## src/rtl/sr_sched_pkg.sv

```systemverilog
// Shared definitions for the SR bank scheduler: op codes, sequencer states
// and the round-robin pick helper.
package sr_sched_pkg;

  localparam logic [1:0] OP_HOLD   = 2'b00;
  localparam logic [1:0] OP_RESET  = 2'b01;
  localparam logic [1:0] OP_SET    = 2'b10;
  localparam logic [1:0] OP_TOGGLE = 2'b11;

  localparam int unsigned MAX_NREQ = 8;
  localparam int unsigned IDW      = 3;

  typedef enum logic [1:0] {
    S_IDLE  = 2'd0,
    S_GRANT = 2'd1,
    S_APPLY = 2'd2,
    S_CHECK = 2'd3
  } state_t;

  // First set bit strictly after ptr, wrapping modulo nreq; the nearest
  // candidate is visited last so it overwrites any farther one.
  function automatic logic [IDW-1:0] rr_pick(input logic [MAX_NREQ-1:0] req,
                                             input logic [IDW-1:0]      ptr,
                                             input int unsigned         nreq);
    logic [IDW-1:0] win;
    int             cand;
    win = ptr;
    for (int i = int'(MAX_NREQ); i >= 1; i--) begin
      if (i <= int'(nreq)) begin
        cand = (int'(ptr) + i) % int'(nreq);
        if (req[IDW'(cand)]) win = IDW'(cand);
      end
    end
    return win;
  endfunction

endpackage

```

## src/rtl/sr_bank_scheduler_if.sv

```systemverilog
// Request/grant/completion bundle between the control agents and the
// SR bank scheduler.
interface sr_bank_scheduler_if #(
  parameter int unsigned NREQ  = 4,
  parameter int unsigned WIDTH = 8,
  parameter int unsigned IDXW  = 3
);

  logic [NREQ-1:0]      req;
  logic [2*NREQ-1:0]    op;
  logic [IDXW*NREQ-1:0] idx;
  logic [NREQ-1:0]      gnt;
  logic [NREQ-1:0]      done;
  logic                 err;
  logic                 busy;
  logic [WIDTH-1:0]     q;

  modport master (output req, op, idx, input gnt, done, err, busy, q);
  modport slave  (input req, op, idx, output gnt, done, err, busy, q);

endinterface

```

## src/rtl/sr_cell.sv

```systemverilog
// One synchronous SR storage cell; the illegal s=r=1 pair is treated as hold.
module sr_cell (
  input  logic clk,
  input  logic rst,
  input  logic s,
  input  logic r,
  output logic q
);

  always_ff @(posedge clk) begin
    if (!rst)            q <= 1'b0;
    else if (s && !r)    q <= 1'b1;
    else if (r && !s)    q <= 1'b0;
  end

endmodule

```

## src/rtl/sr_bank_scheduler.sv

```systemverilog
// Round-robin scheduler sharing a bank of WIDTH SR cells among NREQ requesters.
// Build option SR_TOGGLE_EN: when defined op 11 toggles the cell, otherwise it is rejected with err.
module sr_bank_scheduler
  import sr_sched_pkg::*;
#(
  parameter int unsigned NREQ  = 4,
  parameter int unsigned WIDTH = 8,
  parameter int unsigned IDXW  = 3
) (
  input  logic               clk,
  input  logic               rst,
  sr_bank_scheduler_if.slave bus
);

  state_t           state;
  logic [IDW-1:0]   ptr;
  logic [IDW-1:0]   win;
  logic [IDW-1:0]   pick;
  logic [1:0]       cmd_op;
  logic [1:0]       pick_op;
  logic [IDXW-1:0]  cmd_idx;
  logic [IDXW-1:0]  pick_idx;
  logic [NREQ-1:0]  gnt;
  logic [NREQ-1:0]  done;
  logic             err;
  logic             busy;
  logic [WIDTH-1:0] s_vec;
  logic [WIDTH-1:0] r_vec;
  logic [WIDTH-1:0] q_vec;
  logic             idx_ok;
  logic             op_ok;
  logic             q_sel;
  logic             exp_bit;
  logic             s_bit;
  logic             r_bit;
  logic             cell_nxt;
  logic             chk_err;

  assign pick = rr_pick(MAX_NREQ'(bus.req), ptr, NREQ);

  // Command fields of the requester the arbiter would pick this cycle
  always_comb begin
    pick_op  = OP_HOLD;
    pick_idx = '0;
    for (int i = 0; i < int'(NREQ); i++) begin
      if (pick == IDW'(i)) begin
        pick_op  = bus.op[2*i +: 2];
        pick_idx = bus.idx[IDXW*i +: IDXW];
      end
    end
  end

  // Cell drive and self-check; s/r are only non-zero in APPLY for a legal command
  always_comb begin
    idx_ok = 32'(cmd_idx) < WIDTH;
`ifdef SR_TOGGLE_EN
    op_ok  = 1'b1;
`else
    op_ok  = (cmd_op != OP_TOGGLE);
`endif
    q_sel = 1'b0;
    for (int i = 0; i < int'(WIDTH); i++) begin
      if (cmd_idx == IDXW'(i)) q_sel = q_vec[i];
    end

    exp_bit = q_sel;
    case (cmd_op)
      OP_SET:    exp_bit = 1'b1;
      OP_RESET:  exp_bit = 1'b0;
`ifdef SR_TOGGLE_EN
      OP_TOGGLE: exp_bit = ~q_sel;
`endif
      default:   exp_bit = q_sel;
    endcase

    s_bit = 1'b0;
    r_bit = 1'b0;
    if (state == S_APPLY && idx_ok && op_ok) begin
      case (cmd_op)
        OP_SET:    s_bit = 1'b1;
        OP_RESET:  r_bit = 1'b1;
`ifdef SR_TOGGLE_EN
        OP_TOGGLE: begin
          s_bit = ~q_sel;
          r_bit = q_sel;
        end
`endif
        default: begin
          s_bit = 1'b0;
          r_bit = 1'b0;
        end
      endcase
    end

    // Value the addressed cell takes at the end of APPLY
    cell_nxt = s_bit ? 1'b1 : (r_bit ? 1'b0 : q_sel);
    chk_err  = !idx_ok || !op_ok || (cell_nxt != exp_bit);

    s_vec = '0;
    r_vec = '0;
    for (int i = 0; i < int'(WIDTH); i++) begin
      s_vec[i] = s_bit && (cmd_idx == IDXW'(i));
      r_vec[i] = r_bit && (cmd_idx == IDXW'(i));
    end
  end

  // Sequencer: IDLE -> GRANT -> APPLY -> CHECK, one cycle each
  always_ff @(posedge clk) begin
    if (!rst) begin
      state   <= S_IDLE;
      ptr     <= IDW'(NREQ - 1);
      win     <= '0;
      cmd_op  <= OP_HOLD;
      cmd_idx <= '0;
      gnt     <= '0;
      done    <= '0;
      err     <= 1'b0;
      busy    <= 1'b0;
    end else begin
      gnt  <= '0;
      done <= '0;
      err  <= 1'b0;
      case (state)
        S_IDLE: begin
          if (|bus.req) begin
            win     <= pick;
            cmd_op  <= pick_op;
            cmd_idx <= pick_idx;
            gnt     <= NREQ'(1) << pick;
            busy    <= 1'b1;
            state   <= S_GRANT;
          end
        end
        S_GRANT: begin
          ptr   <= win;
          state <= S_APPLY;
        end
        S_APPLY: begin
          done  <= NREQ'(1) << win;
          err   <= chk_err;
          state <= S_CHECK;
        end
        S_CHECK: begin
          busy  <= 1'b0;
          state <= S_IDLE;
        end
        default: state <= S_IDLE;
      endcase
    end
  end

  for (genvar g = 0; g < int'(WIDTH); g++) begin : g_cell
    sr_cell u_cell (
      .clk (clk),
      .rst (rst),
      .s   (s_vec[g]),
      .r   (r_vec[g]),
      .q   (q_vec[g])
    );
  end

  assign bus.gnt  = gnt;
  assign bus.done = done;
  assign bus.err  = err;
  assign bus.busy = busy;
  assign bus.q    = q_vec;

endmodule

```

## src/flat_wrapper.sv

```systemverilog
// flat-port wrapper written by rule: the top's interface ports become plain ports
module sr_bank_scheduler_flat import sr_sched_pkg::*;
#(
  parameter int unsigned NREQ  = 4,
  parameter int unsigned WIDTH = 8,
  parameter int unsigned IDXW  = 3
)
  (clk, rst, bus_req, bus_op, bus_idx, bus_gnt, bus_done, bus_err, bus_busy, bus_q);
  sr_bank_scheduler_if #(.NREQ(NREQ), .WIDTH(WIDTH), .IDXW(IDXW)) bus_i ();
  input  logic clk;
  input  logic rst;
  input wire logic [$bits(bus_i.req)-1:0] bus_req;
  input wire logic [$bits(bus_i.op)-1:0] bus_op;
  input wire logic [$bits(bus_i.idx)-1:0] bus_idx;
  output wire logic [$bits(bus_i.gnt)-1:0] bus_gnt;
  output wire logic [$bits(bus_i.done)-1:0] bus_done;
  output wire logic [$bits(bus_i.err)-1:0] bus_err;
  output wire logic [$bits(bus_i.busy)-1:0] bus_busy;
  output wire logic [$bits(bus_i.q)-1:0] bus_q;
  assign bus_i.req = bus_req;
  assign bus_i.op = bus_op;
  assign bus_i.idx = bus_idx;
  assign bus_gnt = bus_i.gnt;
  assign bus_done = bus_i.done;
  assign bus_err = bus_i.err;
  assign bus_busy = bus_i.busy;
  assign bus_q = bus_i.q;
  sr_bank_scheduler #(.NREQ(NREQ), .WIDTH(WIDTH), .IDXW(IDXW)) u_core (.clk(clk), .rst(rst), .bus(bus_i));
endmodule
```

## config.mk

```make
export PLATFORM = sky130hd
export DESIGN_NAME = sr_bank_scheduler_flat
export DESIGN_NICKNAME = d
export VERILOG_FILES = /design/src/rtl/sr_sched_pkg.sv /design/src/rtl/sr_bank_scheduler_if.sv /design/src/rtl/sr_cell.sv /design/src/rtl/sr_bank_scheduler.sv /design/src/flat_wrapper.sv
export SDC_FILE = /design/constraint.sdc
export NUM_CORES = 1
export LEC_CHECK = 0
export ABC_AREA = 1
export BUFFER_PORTS_ARGS = -buffer_cell sky130_fd_sc_hd__buf_2
export CORE_MARGIN = 8
export CORE_UTILIZATION = 59
export DETAILED_ROUTE_END_ITERATION = 6
export HOLD_SLACK_MARGIN = 0.12
export PLACE_DENSITY = 0.84
export SLEW_MARGIN = 20
export SYNTH_ARGS = -nofsm -noshare
export SYNTH_HDL_FRONTEND = slang
export SYNTH_HIERARCHICAL = 1
export SYNTH_SLANG_ARGS = --single-unit
```

## constraint.sdc

```tcl
create_clock -name clk -period 2.5 [get_ports clk]
set_input_delay 0.125 -clock clk [delete_from_list [all_inputs] [get_ports clk]]
set_output_delay 0.125 -clock clk [all_outputs]
set_load 0.05 [all_outputs]
```

==> results.py <==
metrics = {
    "timing": {
        "hold_viol_final": 0,
        "worst_pin_slew_ps": 585.4,
        "fmax_mhz": 475.8,
        "slew_headroom": 0.6088,
        "setup_tns_ps": 0,
        "setup_violations": 0,
        "hold_ws_ps": 149.4,
        "min_period_ps": 2102,
        "post-route-period-util": 0.8407,
        "rsz0062_at_grt": "false",
        "finalMaxSlewViolations": 0,
        "fin_skew_ps": 7.943,
    },
    "worst_setup_path": {
        "crit_type": "flop to flop",
        "cp_max_fo": 14,
        "r2r-start": "u_core/ptr[0]$_SDFFE_PN1N_",
        "ff2ff_path_depth": 12,
        "end_kind": "flop",
        "cpPeakStageDelay_ps": 560,
        "crit_start": "u_core/ptr[0]$_SDFFE_PN1N_",
        "crit_path_frequent_cell": "nand2_2",
        "cp_cell_sequence": "inv_2 > nand3_1 > nand2_1 > nor2_1 > nand2_2 > nand2_2 > nand2_2 > nand2_2 > nand3_1 > nand2_1 > o21ai_2 > a21oi_2",
        "r2r_slack_ps": 400,
        "required_ps": 2740,
        "reg2reg_to": "u_core/cmd_idx[2]$_SDFFE_PN0P_",
        "cp.arrival_ps": 2350,
        "crit_end": "u_core/cmd_idx[2]$_SDFFE_PN0P_",
        "crit_path_top_delay_cell": "dfxtp_1",
        "start_kind": "flop",
    },
    "drt": {
        "firstDrtPassIters": 5,
        "first_iter_violations": 122,
        "antenna_left": 0,
        "num_vias": 2065,
        "via_per_inst": 5.037,
        "wl_um": 4552,
        "remaining_drc_errors": 0,
        "wire_per_inst_um": 11.10,
    },
    "floorplanning": {
        "placementRows": 21,
        "ioPinCount": 44,
        "die_h_um": 75.81,
        "start_util": 0.6227,
        "fp.coreArea_sq_um": 3390,
        "dieArea_sq_um": 5747,
        "die_x_um": 75.81,
    },
    "synth": {
        "synthFlopType": "dfxtp_1",
        "synth.most_common_cell": "nand2_1",
        "synthArstFlopShare": 0,
        "synth_area_per_cell_sq_um": 6.596,
        "yosysTopAreaCell": "dfxtp_1",
        "synth_top_cell_area_share": 0.2940,
        "synth-seq-cells": 31,
        "yosysWarnings": 6,
        "syn_inst": 320,
        "ys_seq_area_frac": 0.2940,
        "synth_commonest_cells": "78 x nand2_1, 43 x inv_1, 37 x nor2_1",
        "syn-num-nets": 361,
        "synthesis.area_sq_um": 2111,
        "yosys.cell_types.count": 29,
        "ys_top_cells_by_area": "dfxtp_1 29%, nand2_1 14%, ha_1 8.9%",
        "synth_edf_count": 0,
    },
    "clocking": {
        "cts-root-buf": "clkbuf_4",
        "cts_hold_buf": 0,
        "cts_tree": "done",
        "path_clk_slew_ps": 100,
        "cts_made_buffers": 5,
        "clock_sinks": 31,
        "cts_max_level": 2,
        "cts_resized": 0,
        "clockBufferDepth": 2,
        "cts_setup_buffers": 0,
        "insertion_delay_ps": 320,
    },
    "layout": {
        "regArea_sq_um": 620.6,
        "n_antenna_cell": 0,
        "fillers": 287,
        "nets": 404,
        "final_area_sq_um": 2380,
        "multi_input_area_sq_um": 1230,
        "syn2layout_area_growth_pct": 12.74,
        "fin_cells": 410,
        "drive_gt1_frac": 0.2527,
        "post-route-util": 0.7021,
    },
    "placed_design": {
        "dpl_cell_area_sq_um": 2330,
        "placedCellCount": 402,
        "gp_congestion": 0.8582,
        "dp_hpwl_um": 3537,
        "portBuffers": 43,
    },
    "grt": {
        "grt_pass1_wl_um": 8073,
        "grtUsageTotal": 0.1742,
        "antenna_found_initial": 0,
        "grt_pass1_vias": 1996,
        "grt-ovfl-total": 0,
        "grt_max_degree": 22,
    },
    "outcome": {
        "status": "finished, final reports clean",
    },
    "run": {
        "maxCapViolations": 0,
    },
    "min_path": {
        "hp-class": "input pin to flop",
        "hold_start": "bus_req[0]",
    },
    "pwr": {
        "power.density_nw_per_um2": 940.2,
        "p_leak_uw": 0.001231,
        "peakVddDrop_mv": 0.8718,
    },
}
-- layout make-up --
type	instances	area share
Timing Repair Buffer	43	0.09043
Clock buffer	7	0.01893
Multi-Input combinational cell	227	0.5168
Sequential cell	31	0.2608
Clock inverter	1	0.002103
Inverter	55	0.08675
Tap cell	46	0.02419
-- kinds of logic after synthesis --
family | after synthesis | synth area share
and+or+nand+nor | 185 | 0.4090
AOI/OAI and AO/OA | 27 | 0.08477
adders and majority gates | 15 | 0.08892
DFF | 31 | 0.2940
buffers and inverters | 62 | 0.1233
-- worst min-delay path by stage --
| stage | end | slack [ps] | cells after the start |
|---|---|---|---|
| after floorplan | u_core/g_cell[0].u_cell/q$_SDFFE_PN0P_ | 260 | 2 |
| after global placement | u_core/bus.done[2]$_SDFF_PP0_ | 430 | 1 |
| after detailed placement | u_core/bus.done[2]$_SDFF_PP0_ | 440 | 1 |
| after CTS | u_core/state[0]$_SDFFE_PN0P_ | 150 | 3 |
| after global routing | u_core/g_cell[7].u_cell/q$_SDFFE_PN0P_ | 160 | 3 |
| final | u_core/state[0]$_SDFFE_PN0P_ | 150 | 3 |
-- per-layer routing --
metal	GRT usage	routed length (um)
met5	0	0
met4	0.05757	38
met3	0.04211	285
met2	0.3004	2136
met1	0.2044	2093
-- worst max-delay path: cells and delay by family (launching register included) --
| family | cells | cell delay (ps) |
|---|---|---|
| AND/OR/NAND/NOR | 9 | 1100 |
| flip-flops | 1 | 560 |
| AO/OA/AOI/OAI | 2 | 200 |
| buffers and inverters | 1 | 160 |
-- flip-flops by register name, summed over array words and instances, names as in the netlist --
name and cells:
u_core/bus.busy 1, u_core/bus.done 4, u_core/bus.err 1, u_core/bus.gnt 4
u_core/cmd_idx 3, u_core/cmd_op 2, u_core/g_cell.u_cell/q 8, u_core/ptr 3
u_core/state 2, u_core/win 3
-- where the power goes --
part | total, uW | internal (uW) | switching [uW]
logic | 1280 | 401 | 878
clock network | 269 | 109 | 160
registers | 689 | 594 | 94.9
total | 2240 | 1100 | 1130
-- through the flow --
stage | power, uW | setup slack, ps
finish | 2237 | 398.1
global route | 2459 | 112.4
CTS | 2240 | 398.5
detailed placement | 1966 | 458.7
global placement | 1937 | 541.6
floorplan | 1808 | 944.6
-- cells in the final DEF (no fill, tap or decap), types with 6 or more instances in the layout --
master and instances:
a21oi_1 6, buf_2 43, dfxtp_1 31, ha_1 15
inv_1 43, inv_2 11, nand2_1 78, nand2_2 12
nand3_1 17, nand4_1 22, nor2_1 37, nor2_2 8
o21ai_0 6
Power figures use the tool's default switching activity.
